==> config.mk <==
export PLATFORM = sky130hd
export DESIGN_NAME = p_encoder_stream_flat
export DESIGN_NICKNAME = d
export VERILOG_FILES = /design/src/rtl/p_encoder_stream_if.sv /design/src/rtl/p_encoder_stream.sv /design/src/flat_wrapper.sv
export SDC_FILE = /design/constraint.sdc
export NUM_CORES = 1
export LEC_CHECK = 0
export BUFFER_PORTS_ARGS = -buffer_cell sky130_fd_sc_hd__buf_2
export CAP_MARGIN = 25
export CORE_MARGIN = 2
export CORE_UTILIZATION = 42
export DETAILED_ROUTE_END_ITERATION = 10
export GPL_ROUTABILITY_DRIVEN = 0
export GPL_TIMING_DRIVEN = 0
export MAX_ROUTING_LAYER = met4
export PLACE_DENSITY_LB_ADDON = 0.1
export SLEW_MARGIN = 10
export SYNTH_ARGS = -nofsm -noshare
export SYNTH_HDL_FRONTEND = slang
export SYNTH_SLANG_ARGS = --single-unit
==> constraint.sdc <==
create_clock -name clk -period 1.3 [get_ports clk]
set_input_delay 0.13 -clock clk [delete_from_list [all_inputs] [get_ports clk]]
set_output_delay 0.13 -clock clk [all_outputs]
set_load 0.01 [all_outputs]
==> src/rtl/p_encoder_stream_if.sv <==
// rtl/p_encoder_stream_if.sv - request/beat handshake bundle for p_encoder_stream (PENC_POPCOUNT_EN adds pop_count)
interface p_encoder_stream_if #(
    parameter int WIDTH = 8,
    parameter int IDXW  = $clog2(WIDTH)
);
    logic             in_valid;
    logic             in_ready;
    logic [WIDTH-1:0] in_vec;
    logic             out_valid;
    logic             out_ready;
    logic [IDXW-1:0]  out_idx;
    logic             out_last;
    logic             out_none;
`ifdef PENC_POPCOUNT_EN
    logic [IDXW:0]    pop_count;

    modport master (
        output in_valid, in_vec, out_ready,
        input  in_ready, out_valid, out_idx, out_last, out_none, pop_count
    );
    modport slave (
        input  in_valid, in_vec, out_ready,
        output in_ready, out_valid, out_idx, out_last, out_none, pop_count
    );
`else
    modport master (
        output in_valid, in_vec, out_ready,
        input  in_ready, out_valid, out_idx, out_last, out_none
    );
    modport slave (
        input  in_valid, in_vec, out_ready,
        output in_ready, out_valid, out_idx, out_last, out_none
    );
`endif
endinterface

==> src/rtl/p_encoder_stream.sv <==
// rtl/p_encoder_stream.sv - handshaked priority encoder emitting one beat per set bit; PENC_POPCOUNT_EN adds pop_count
module p_encoder_stream #(
    parameter int WIDTH     = 8,
    parameter bit MSB_FIRST = 1'b1
) (
    input  logic               clk,
    input  logic               rst_n,
    p_encoder_stream_if.slave  bus
);
    localparam int IDXW = $clog2(WIDTH);

    typedef enum logic {IDLE, SCAN} state_t;

    state_t           state_q, state_d;
    logic [WIDTH-1:0] pend_q, pend_d;
    logic [WIDTH-1:0] sel_mask;
    logic [IDXW-1:0]  enc_idx;
    logic             single;

    // Later matches overwrite earlier ones, so the loop direction sets priority.
    always_comb begin
        enc_idx = '0;
        if (MSB_FIRST) begin
            for (int i = 0; i < WIDTH; i++)
                if (pend_q[i]) enc_idx = IDXW'(i);
        end else begin
            for (int i = WIDTH - 1; i >= 0; i--)
                if (pend_q[i]) enc_idx = IDXW'(i);
        end
    end

    assign sel_mask = WIDTH'(1) << enc_idx;
    assign single   = (pend_q & (pend_q - WIDTH'(1))) == '0;

    always_ff @(posedge clk) begin
        if (!rst_n) begin
            state_q <= IDLE;
            pend_q  <= '0;
        end else begin
            state_q <= state_d;
            pend_q  <= pend_d;
        end
    end

    always_comb begin
        state_d       = state_q;
        pend_d        = pend_q;
        bus.in_ready  = (state_q == IDLE) && rst_n;
        bus.out_valid = 1'b0;
        bus.out_idx   = '0;
        bus.out_last  = 1'b0;
        bus.out_none  = 1'b0;
        case (state_q)
            IDLE: begin
                if (bus.in_valid && bus.in_ready) begin
                    pend_d  = bus.in_vec;
                    state_d = SCAN;
                end
            end
            SCAN: begin
                bus.out_valid = 1'b1;
                bus.out_idx   = enc_idx;
                bus.out_last  = single;
                // pend is only empty in SCAN when the captured vector was zero
                bus.out_none  = (pend_q == '0);
                if (bus.out_ready) begin
                    pend_d = pend_q & ~sel_mask;
                    if (single) state_d = IDLE;
                end
            end
            default: state_d = IDLE;
        endcase
    end

`ifdef PENC_POPCOUNT_EN
    function automatic logic [IDXW:0] popcnt(input logic [WIDTH-1:0] v);
        logic [IDXW:0] c;
        c = '0;
        for (int i = 0; i < WIDTH; i++)
            c = c + (IDXW+1)'(v[i]);
        return c;
    endfunction

    logic [IDXW:0] pc_q;

    always_ff @(posedge clk) begin
        if (!rst_n || state_d == IDLE) begin
            pc_q <= '0;
        end else if (state_q == IDLE) begin
            pc_q <= popcnt(bus.in_vec);
        end
    end

    assign bus.pop_count = pc_q;
`endif

endmodule

==> src/flat_wrapper.sv <==
// flat-port wrapper written by rule: the top's interface ports become plain ports
module p_encoder_stream_flat 
#(
    parameter int WIDTH     = 8,
    parameter bit MSB_FIRST = 1'b1
)
  (clk, rst_n, bus_in_valid, bus_in_vec, bus_out_ready, bus_in_ready, bus_out_valid, bus_out_idx, bus_out_last, bus_out_none);
  p_encoder_stream_if #(.WIDTH(WIDTH)) bus_i ();
  input  logic clk;
  input  logic rst_n;
  input wire logic [$bits(bus_i.in_valid)-1:0] bus_in_valid;
  input wire logic [$bits(bus_i.in_vec)-1:0] bus_in_vec;
  input wire logic [$bits(bus_i.out_ready)-1:0] bus_out_ready;
  output wire logic [$bits(bus_i.in_ready)-1:0] bus_in_ready;
  output wire logic [$bits(bus_i.out_valid)-1:0] bus_out_valid;
  output wire logic [$bits(bus_i.out_idx)-1:0] bus_out_idx;
  output wire logic [$bits(bus_i.out_last)-1:0] bus_out_last;
  output wire logic [$bits(bus_i.out_none)-1:0] bus_out_none;
  assign bus_i.in_valid = bus_in_valid;
  assign bus_i.in_vec = bus_in_vec;
  assign bus_i.out_ready = bus_out_ready;
  assign bus_in_ready = bus_i.in_ready;
  assign bus_out_valid = bus_i.out_valid;
  assign bus_out_idx = bus_i.out_idx;
  assign bus_out_last = bus_i.out_last;
  assign bus_out_none = bus_i.out_none;
  p_encoder_stream #(.WIDTH(WIDTH), .MSB_FIRST(MSB_FIRST)) u_core (.clk(clk), .rst_n(rst_n), .bus(bus_i));
endmodule
Word-level counts from Yosys, hierarchy flattened
Index checks and enable logic that the tools add are counted.
{ "totals": {"reg_bits": 9, "out_inout_bits": 7, "elab_cells": 33} }
{ "op_classes": {"addsub": 1, "eq_ne": 2, "shift": 1, "mux": 18, "bitwise_logic": 4, "n_reduce_logical": 5} }
{ "op_table": {"columns": ["op", "n"], "rows": [
  ["$and 8x8->8", 2],
  ["$logic_not 8->1", 2],
  ["$mux 8", 2],
  ["$pmux 8 s2", 1],
  ["$mux 3", 5],
  ["$not 8->8", 1],
  ["$shl 1x3->8 const A", 1],
  ["$sub 8x1->8 const B", 1],
  ["$mux 1", 7],
  ["$mux 2", 2],
  ["$ne 2x2->1 const B", 2],
  ["$logic_and 1x1->1", 2],
  ["$pmux 1 s2", 1],
  ["$reduce_and 2->1", 1],
  ["$not 1->1", 1]
]} }

Logic depth before layout (Yosys ltp)
Gate-level depths: netlist (run 1).
{ "depth": {"ltp_word": 12, "ltp_mapped": 5, "ltp_nobuf": 4} }

Least setup slack after synthesis (run 1)
No wires, ideal clock.
{ "synth_timing": {"path_kind": "reg-to-output", "startpoint": "register u_core.pend_q[4]", "endpoint": "output bus_out_last", "arrival_ns": 1.136, "t_required_ns": 1.170, "slack_ns": 0.034, "path_stages_with_launch": 5, "n_path_buf": 0, "path_cell_list": "dfxtp_1 > nor4_4 > a21oi_1 > nor3_1 > and2_1"} }
{ "synth_via": {"elab_chain_len": 4} }
{ "synth_lines": {"columns": ["element", "line", "source"], "rows": [
  ["start: declaration", "p_encoder_stream.sv:15", "logic [WIDTH-1:0] pend_q, pend_d;"],
  ["start signal: assignment", "p_encoder_stream.sv:41", "pend_q <= pend_d;"],
  ["$sub 8x1->8", "p_encoder_stream.sv:33", "assign single = (pend_q & (pend_q - WIDTH'(1))) == '0;"],
  ["$and 8x8->8 (*)", "p_encoder_stream.sv:33", null],
  ["$logic_not 8->1 (*)", "p_encoder_stream.sv:33", null],
  ["$mux 1 (*)", "p_encoder_stream.sv:53", "case (state_q)"],
  ["end: declaration", "flat_wrapper.sv:17", "output wire logic [$bits(bus_i.out_last)-1:0] bus_out_last;"]
]} }
Mark *: on every way between the ends. The rest lies on a longest branch, timed or not.

Worst setup path in the final report (run 1)
{ "layout_timing": {"startpoint": "register u_core.pend_q[6]", "endpoint": "output bus_out_last"} }
The elaborated chain is that of the path after synthesis.

==> results.sh, run 1 <==
export IMPL_nets=113
export IMPL_critPathArrivalTime_ps=1480
export IMPL_syn_num_nets=84
export IMPL_htreeDepth=1
export IMPL_power_internal_uw=547
export IMPL_rows=13
export IMPL_powerDensity_mw_per_mm2=978
export IMPL_max_slew_worst_pin_slew_ps=322
export IMPL_crit_path_end_kind="primary output"
export IMPL_die_y_um=40.7
export IMPL_drtAntennaViolNets=0
export IMPL_diodes=0
export IMPL_io_pins=19
export IMPL_p_switching_uw=253
export IMPL_setup_violations=5
export IMPL_die_area_mm2=0.00166
export IMPL_clock_sinks=9
export IMPL_peakVddDrop_v=0.000649
export IMPL_numCtsBuffers=3
export IMPL_first_iter_violations=14
export IMPL_synthFlopType="dfxtp_1"
export IMPL_hold_buffers=0
export IMPL_synth_edf_count=0
export IMPL_dr_pass1_iters=4
export IMPL_slew_headroom_pct=78.3
export IMPL_synthCells=72
export IMPL_crit_path_start_kind="flip-flop"
export IMPL_hpwl_um=962
export IMPL_fin_tns_setup_ps=-1050
export IMPL_route_detailed_drc=0
export IMPL_post_route_period_util_pct=124
export IMPL_grt_pass1_wl_um=2160
export IMPL_async_flop_share_pct=0
export IMPL_port_buffers=18
export IMPL_violations="setup timing"
export IMPL_clkTransAtPathRegs_ps=60
export IMPL_syn_avg_cell_area_um2=7.85
export IMPL_grt_remaining_overflow=0
export IMPL_p_leak_nw=0.346
export IMPL_finalPower_uw=801
export IMPL_clockPowerShare_pct=27.5
export IMPL_worstPathRequired_ps=1170
export IMPL_synthDistinctLibCells=26
export IMPL_fp_coreArea_mm2=0.00128
export IMPL_clk_path_buf_depth=2
export IMPL_final_layout_size_suffix_gt1_share_pct=46.0
export IMPL_cap_violations=0
export IMPL_utilization_pct=63.7
export IMPL_wl_per_cell_um=13.2
export IMPL_synthToLayoutAreaGrowth_pct=44.7
export IMPL_p_sw_share_pct=31.6
export IMPL_fin_worst_skew_ps=5.02
export IMPL_rsz0062_at_grt="yes"
export IMPL_path_max_fanout=5
export IMPL_viasPerCell=5.61
export IMPL_fin_crit_ps=1610
export IMPL_crit_type="flip-flop to primary output"
export IMPL_insertion_delay_ps=260
export IMPL_drv_slew=0
export IMPL_run_status="complete, but fails checks"
export IMPL_syn_cell_area_um2=566
export IMPL_vias=645
export IMPL_start_util_pct=44.0
export IMPL_synth_seq_cells=9
export IMPL_hold_viol=0
export IMPL_p_seq_share_pct=41.3
export IMPL_cts_tree="done"
export IMPL_comb_power_share_pct=31.2
export IMPL_ys_seq_area_share_pct=31.9
export IMPL_max_freq_ghz=0.623
export IMPL_finalWirelength_um=1510
export IMPL_die_width_um=40.7
export IMPL_yosysWarnings=0
export IMPL_grt_pass1_vias=506
export IMPL_grt_max_degree=11
export IMPL_setup_ws_ps=-306
export IMPL_grtUsageTotal_pct=20.7
export IMPL_antenna_found_initial=0
export IMPL_cts_root_buf="clkbuf_4"
export IMPL_worstHoldPathType="input pin to flip-flop"
## cell families (layout without fill, tap and decap cells)
| kind of cell | Yosys count | in the layout | synth area share, % |
|---|---|---|---|
| buffers and inverters | 2 | 30 | 1.99 |
| AND/OR/NAND/NOR | 35 | 35 | 33.6 |
| AO/OA/AOI/OAI | 25 | 25 | 30.8 |
| multiplexers | 1 | 1 | 1.77 |
| flip-flops | 9 | 9 | 31.9 |
## cell usage after synthesis (2+ instances only)
cell	n	area, um2
nand2_1	13	48.8
dfxtp_1	9	180
a21boi_0	8	60.1
nor2_1	5	18.8
nor2b_1	4	25.0
a21oi_1	3	15.0
nand3_1	3	15.0
o211ai_1	3	22.5
o21ai_0	3	15.0
a22oi_1	2	15.0
and2_1	2	12.5
nand2b_1	2	12.5
nor3_1	2	10.0
## final cells by class
type                       instances  area, um2
sequential                         9        196
multi-input combinational         61        403
buffer                             2       15.0
fill                             114        467
clock buffer                       4       26.3
tap                               15       18.8
timing repair buffer              24        159
## worst paths after layout
path                                 start  slack, ps  cells after the start                             to
max          u_core.pend_q[6]$_SDFFE_PN0P_       -310                      5                   bus_out_last
min                          bus_in_vec[4]        100                      3  u_core.pend_q[4]$_SDFFE_PN0P_
max reg2reg  u_core.pend_q[6]$_SDFFE_PN0P_       -120                      6  u_core.pend_q[2]$_SDFFE_PN0P_
min reg2reg  u_core.pend_q[5]$_SDFFE_PN0P_        560                      2  u_core.pend_q[5]$_SDFFE_PN0P_
## layer usage
metal  track usage (%)  vias up  share of wire [%]
met5                 -        -                  0
met4              10.0        0                1.5
li1                  -      322                  -
met3              4.89        4                3.4
met2              29.8       14                 48
met1              27.2      305                 47
## sequential cells by signal, summed over array words and instances (netlist names)
| signal | flops |
|---|---|
| u_core.pend_q | 8 |
| u_core.state_q | 1 |
## cell usage in the layout, fill, tap and decap left out, drive strengths merged
master,count
buf,25
nand2,13
dfxtp,9
a21boi,8
clkbuf,5
nor2,5
nor2b,4
a21oi,4
o211ai,3
nand3,3
o21ai,3
a22oi,2
and2,2
nand2b,2
nor3,2
nor4,1
and4,1
o22ai,1
and2b,1
a22o,1
o21a,1
o311ai,1
a31oi,1
mux2i,1
nor3b,1
## power groups by stage
stage / Combinational [mW] / Clock, mW / Sequential, mW
CTS: 0.223 / 0.223 / 0.327
detailed placement: 0.186 / 0 / 0.331
global route: 0.275 / 0.236 / 0.334
floorplan: 0.125 / 0 / 0.325
global placement: 0.183 / 0 / 0.330
finish: 0.250 / 0.220 / 0.330
## worst max-delay path, cell delays in order (launching register included)
cell and delay (ps):
dfxtp_4 370, nor4_4 300, a21oi_1 80, nor3_2 180
and2_1 150, buf_2 120
## through the flow
stage          hold slack (ps)  worst slack, ps  cell area (um2)  std cells
3_3_place_gp               380             -250              674        105
5_1_grt                   99.8             -361              818        115
2_1_floorplan              247             34.5              566         72
6_report                  96.5             -306              818        115
3_5_place_dp               388             -245              674        105
4_1_cts                    101             -276              763        112
## repair_timing
| item | 4_1_cts | 5_1_grt |
|---|---|---|
| endpoints found under the hold margin | 0 | 0 |
| pin swaps | 1 | 5 |
| endpoints found under the setup margin | 8 | 9 |
| setup buffers | 3 | 3 |
| resized for setup | 15 | 14 |
Note: power is estimated with default switching activity, not from simulation.
==> run 2: changes to the inputs <==
REMOVE_ABC_BUFFERS = 1   (was unset)
==> results.sh, run 2 (synthesized netlist as in run 1, its figures left out) <==
export IMPL_cpPeakStageDelay_ps=350
export IMPL_grt_pass1_vias=503
export IMPL_path_max_fanout=3
export IMPL_rows=13
export IMPL_post_route_period_util_pct=121
export IMPL_cts_root_buf="clkbuf_4"
export IMPL_path_cells="nor4_4 > buf_4 > and2b_2 > buf_6"
export IMPL_fp_coreArea_mm2=0.00128
export IMPL_violations="setup timing"
export IMPL_top_regs="u_core.pend_q (8), u_core.state_q (1)"
export IMPL_comb_power_share_pct=33.7
export IMPL_power_internal_uw=570
export IMPL_crit_path_end_kind="primary output"
export IMPL_viasPerCell=5.44
export IMPL_slew_headroom_pct=68.5
export IMPL_clkTransAtPathRegs_ps=70
export IMPL_fin_worst_skew_ps=4.96
export IMPL_die_area_mm2=0.00166
export IMPL_clock_sinks=9
export IMPL_p_sw_share_pct=31.8
export IMPL_p_leak_nw=0.362
export IMPL_antenna_found_initial=0
export IMPL_crit_path_start_kind="flip-flop"
export IMPL_max_slew_worst_pin_slew_ps=471
export IMPL_die_y_um=40.7
export IMPL_synthToLayoutAreaGrowth_pct=53.1
export IMPL_hold_viol=0
export IMPL_cap_violations=0
export IMPL_nets=114
export IMPL_route_detailed_drc=0
export IMPL_grt_remaining_overflow=0
export IMPL_grt_pass1_wl_um=2180
export IMPL_grt_max_degree=15
export IMPL_worstHoldPathType="input pin to flip-flop"
export IMPL_insertion_delay_ps=260
export IMPL_start_util_pct=44.0
export IMPL_peakVddDrop_v=0.000637
export IMPL_wl_per_cell_um=13.5
export IMPL_first_iter_violations=12
export IMPL_fin_tns_setup_ps=-1080
export IMPL_setup_ws_ps=-268
export IMPL_io_pins=19
export IMPL_diodes=0
export IMPL_powerDensity_mw_per_mm2=966
export IMPL_dr_pass1_iters=4
export IMPL_drtAntennaViolNets=0
export IMPL_rsz0062_at_grt="yes"
export IMPL_max_freq_ghz=0.638
export IMPL_top_register="u_core.pend_q"
export IMPL_p_switching_uw=266
export IMPL_largest_reg_flops=8
export IMPL_cp_slowest_cell="dfxtp_4"
export IMPL_worstPathRequired_ps=1170
export IMPL_setup_violations=7
export IMPL_numCtsBuffers=3
export IMPL_p_seq_share_pct=40.1
export IMPL_path_delay_family="simple AND/OR/NAND/NOR gates"
export IMPL_port_buffers=18
export IMPL_critPathArrivalTime_ps=1440
export IMPL_mostFrequentLayoutCells="buf_2 (16), nand2_1 (12), buf_6 (6)"
export IMPL_crit_type="flip-flop to primary output"
export IMPL_clk_path_buf_depth=2
export IMPL_clockPowerShare_pct=26.2
export IMPL_htreeDepth=1
export IMPL_critPathBufInv=2
export IMPL_die_width_um=40.7
export IMPL_cts_tree="done"
export IMPL_fin_crit_ps=1570
export IMPL_final_layout_size_suffix_gt1_share_pct=51.5
export IMPL_finalWirelength_um=1570
export IMPL_drv_slew=0
export IMPL_hpwl_um=927
export IMPL_run_status="complete, but fails checks"
export IMPL_grtUsageTotal_pct=21.1
export IMPL_finalPower_uw=836
export IMPL_final_common_cell="buf_2"
export IMPL_vias=631
## run 2: layout make-up
| class | count | area (um2) |
|---|---|---|
| Sequential cell | 9 | 195 |
| Clock buffer | 4 | 26.3 |
| Timing Repair Buffer | 27 | 198 |
| Tap cell | 15 | 18.8 |
| Multi-Input combinational cell | 61 | 428 |
| Fill cell | 110 | 419 |
## run 2: metal layers
layer / up-vias / routed length, um / GRT usage (%)
li1: 323 / - / -
met1: 286 / 743 / 26.9
met2: 20 / 737 / 32.5
met3: 2 / 80 / 4.89
met4: 0 / 5 / 7.50
met5: - / 0 / -
## run 2: path summary, 6_finish.rpt
| path | endpoint | slack [ps] | depth (start not counted) | start |
|---|---|---|---|---|
| min reg2reg | u_core.pend_q[4]$_SDFFE_PN0P_ | 540 | 2 | u_core.pend_q[4]$_SDFFE_PN0P_ |
| min | u_core.pend_q[6]$_SDFFE_PN0P_ | 110 | 3 | bus_in_vec[6] |
| max | bus_out_idx[2] | -270 | 4 | u_core.pend_q[4]$_SDFFE_PN0P_ |
| max reg2reg | u_core.pend_q[2]$_SDFFE_PN0P_ | -170 | 6 | u_core.pend_q[4]$_SDFFE_PN0P_ |
## run 2: through the flow
| step | area (um2) | instances | hold slack [ps] | setup WS (ps) | utilization (%) |
|---|---|---|---|---|---|
| after global placement | 663 | 103 | 380 | -268 | 51.6 |
| final | 866 | 116 | 105 | -268 | 67.4 |
| after global routing | 866 | 116 | 104 | -362 | 67.4 |
| after CTS | 758 | 112 | 105 | -261 | 59.0 |
| after detailed placement | 663 | 103 | 387 | -294 | 51.6 |
| after floorplan | 554 | 70 | 247 | -28.4 | - |
## run 2: power by group through the flow
stage	Clock (mW)	Combinational [mW]	Sequential, mW
after detailed placement	0	0.174	0.337
after global routing	0.239	0.308	0.339
after global placement	0	0.172	0.336
final	0.219	0.282	0.336
after floorplan	0	0.116	0.329
after CTS	0.223	0.212	0.334
## run 2: timing repair
| action | CTS | global route |
|---|---|---|
| gates resized for setup | 13 | 22 |
| endpoints found under the setup margin | 14 | 10 |
| pin swaps | 3 | 6 |
| buffers inserted | 5 | 4 |
| hold buffers | 0 | 0 |
## run 2: worst min-delay path: stages
cell and delay (ps):
buf_2 90, nand2_1 40, a21boi_0 60
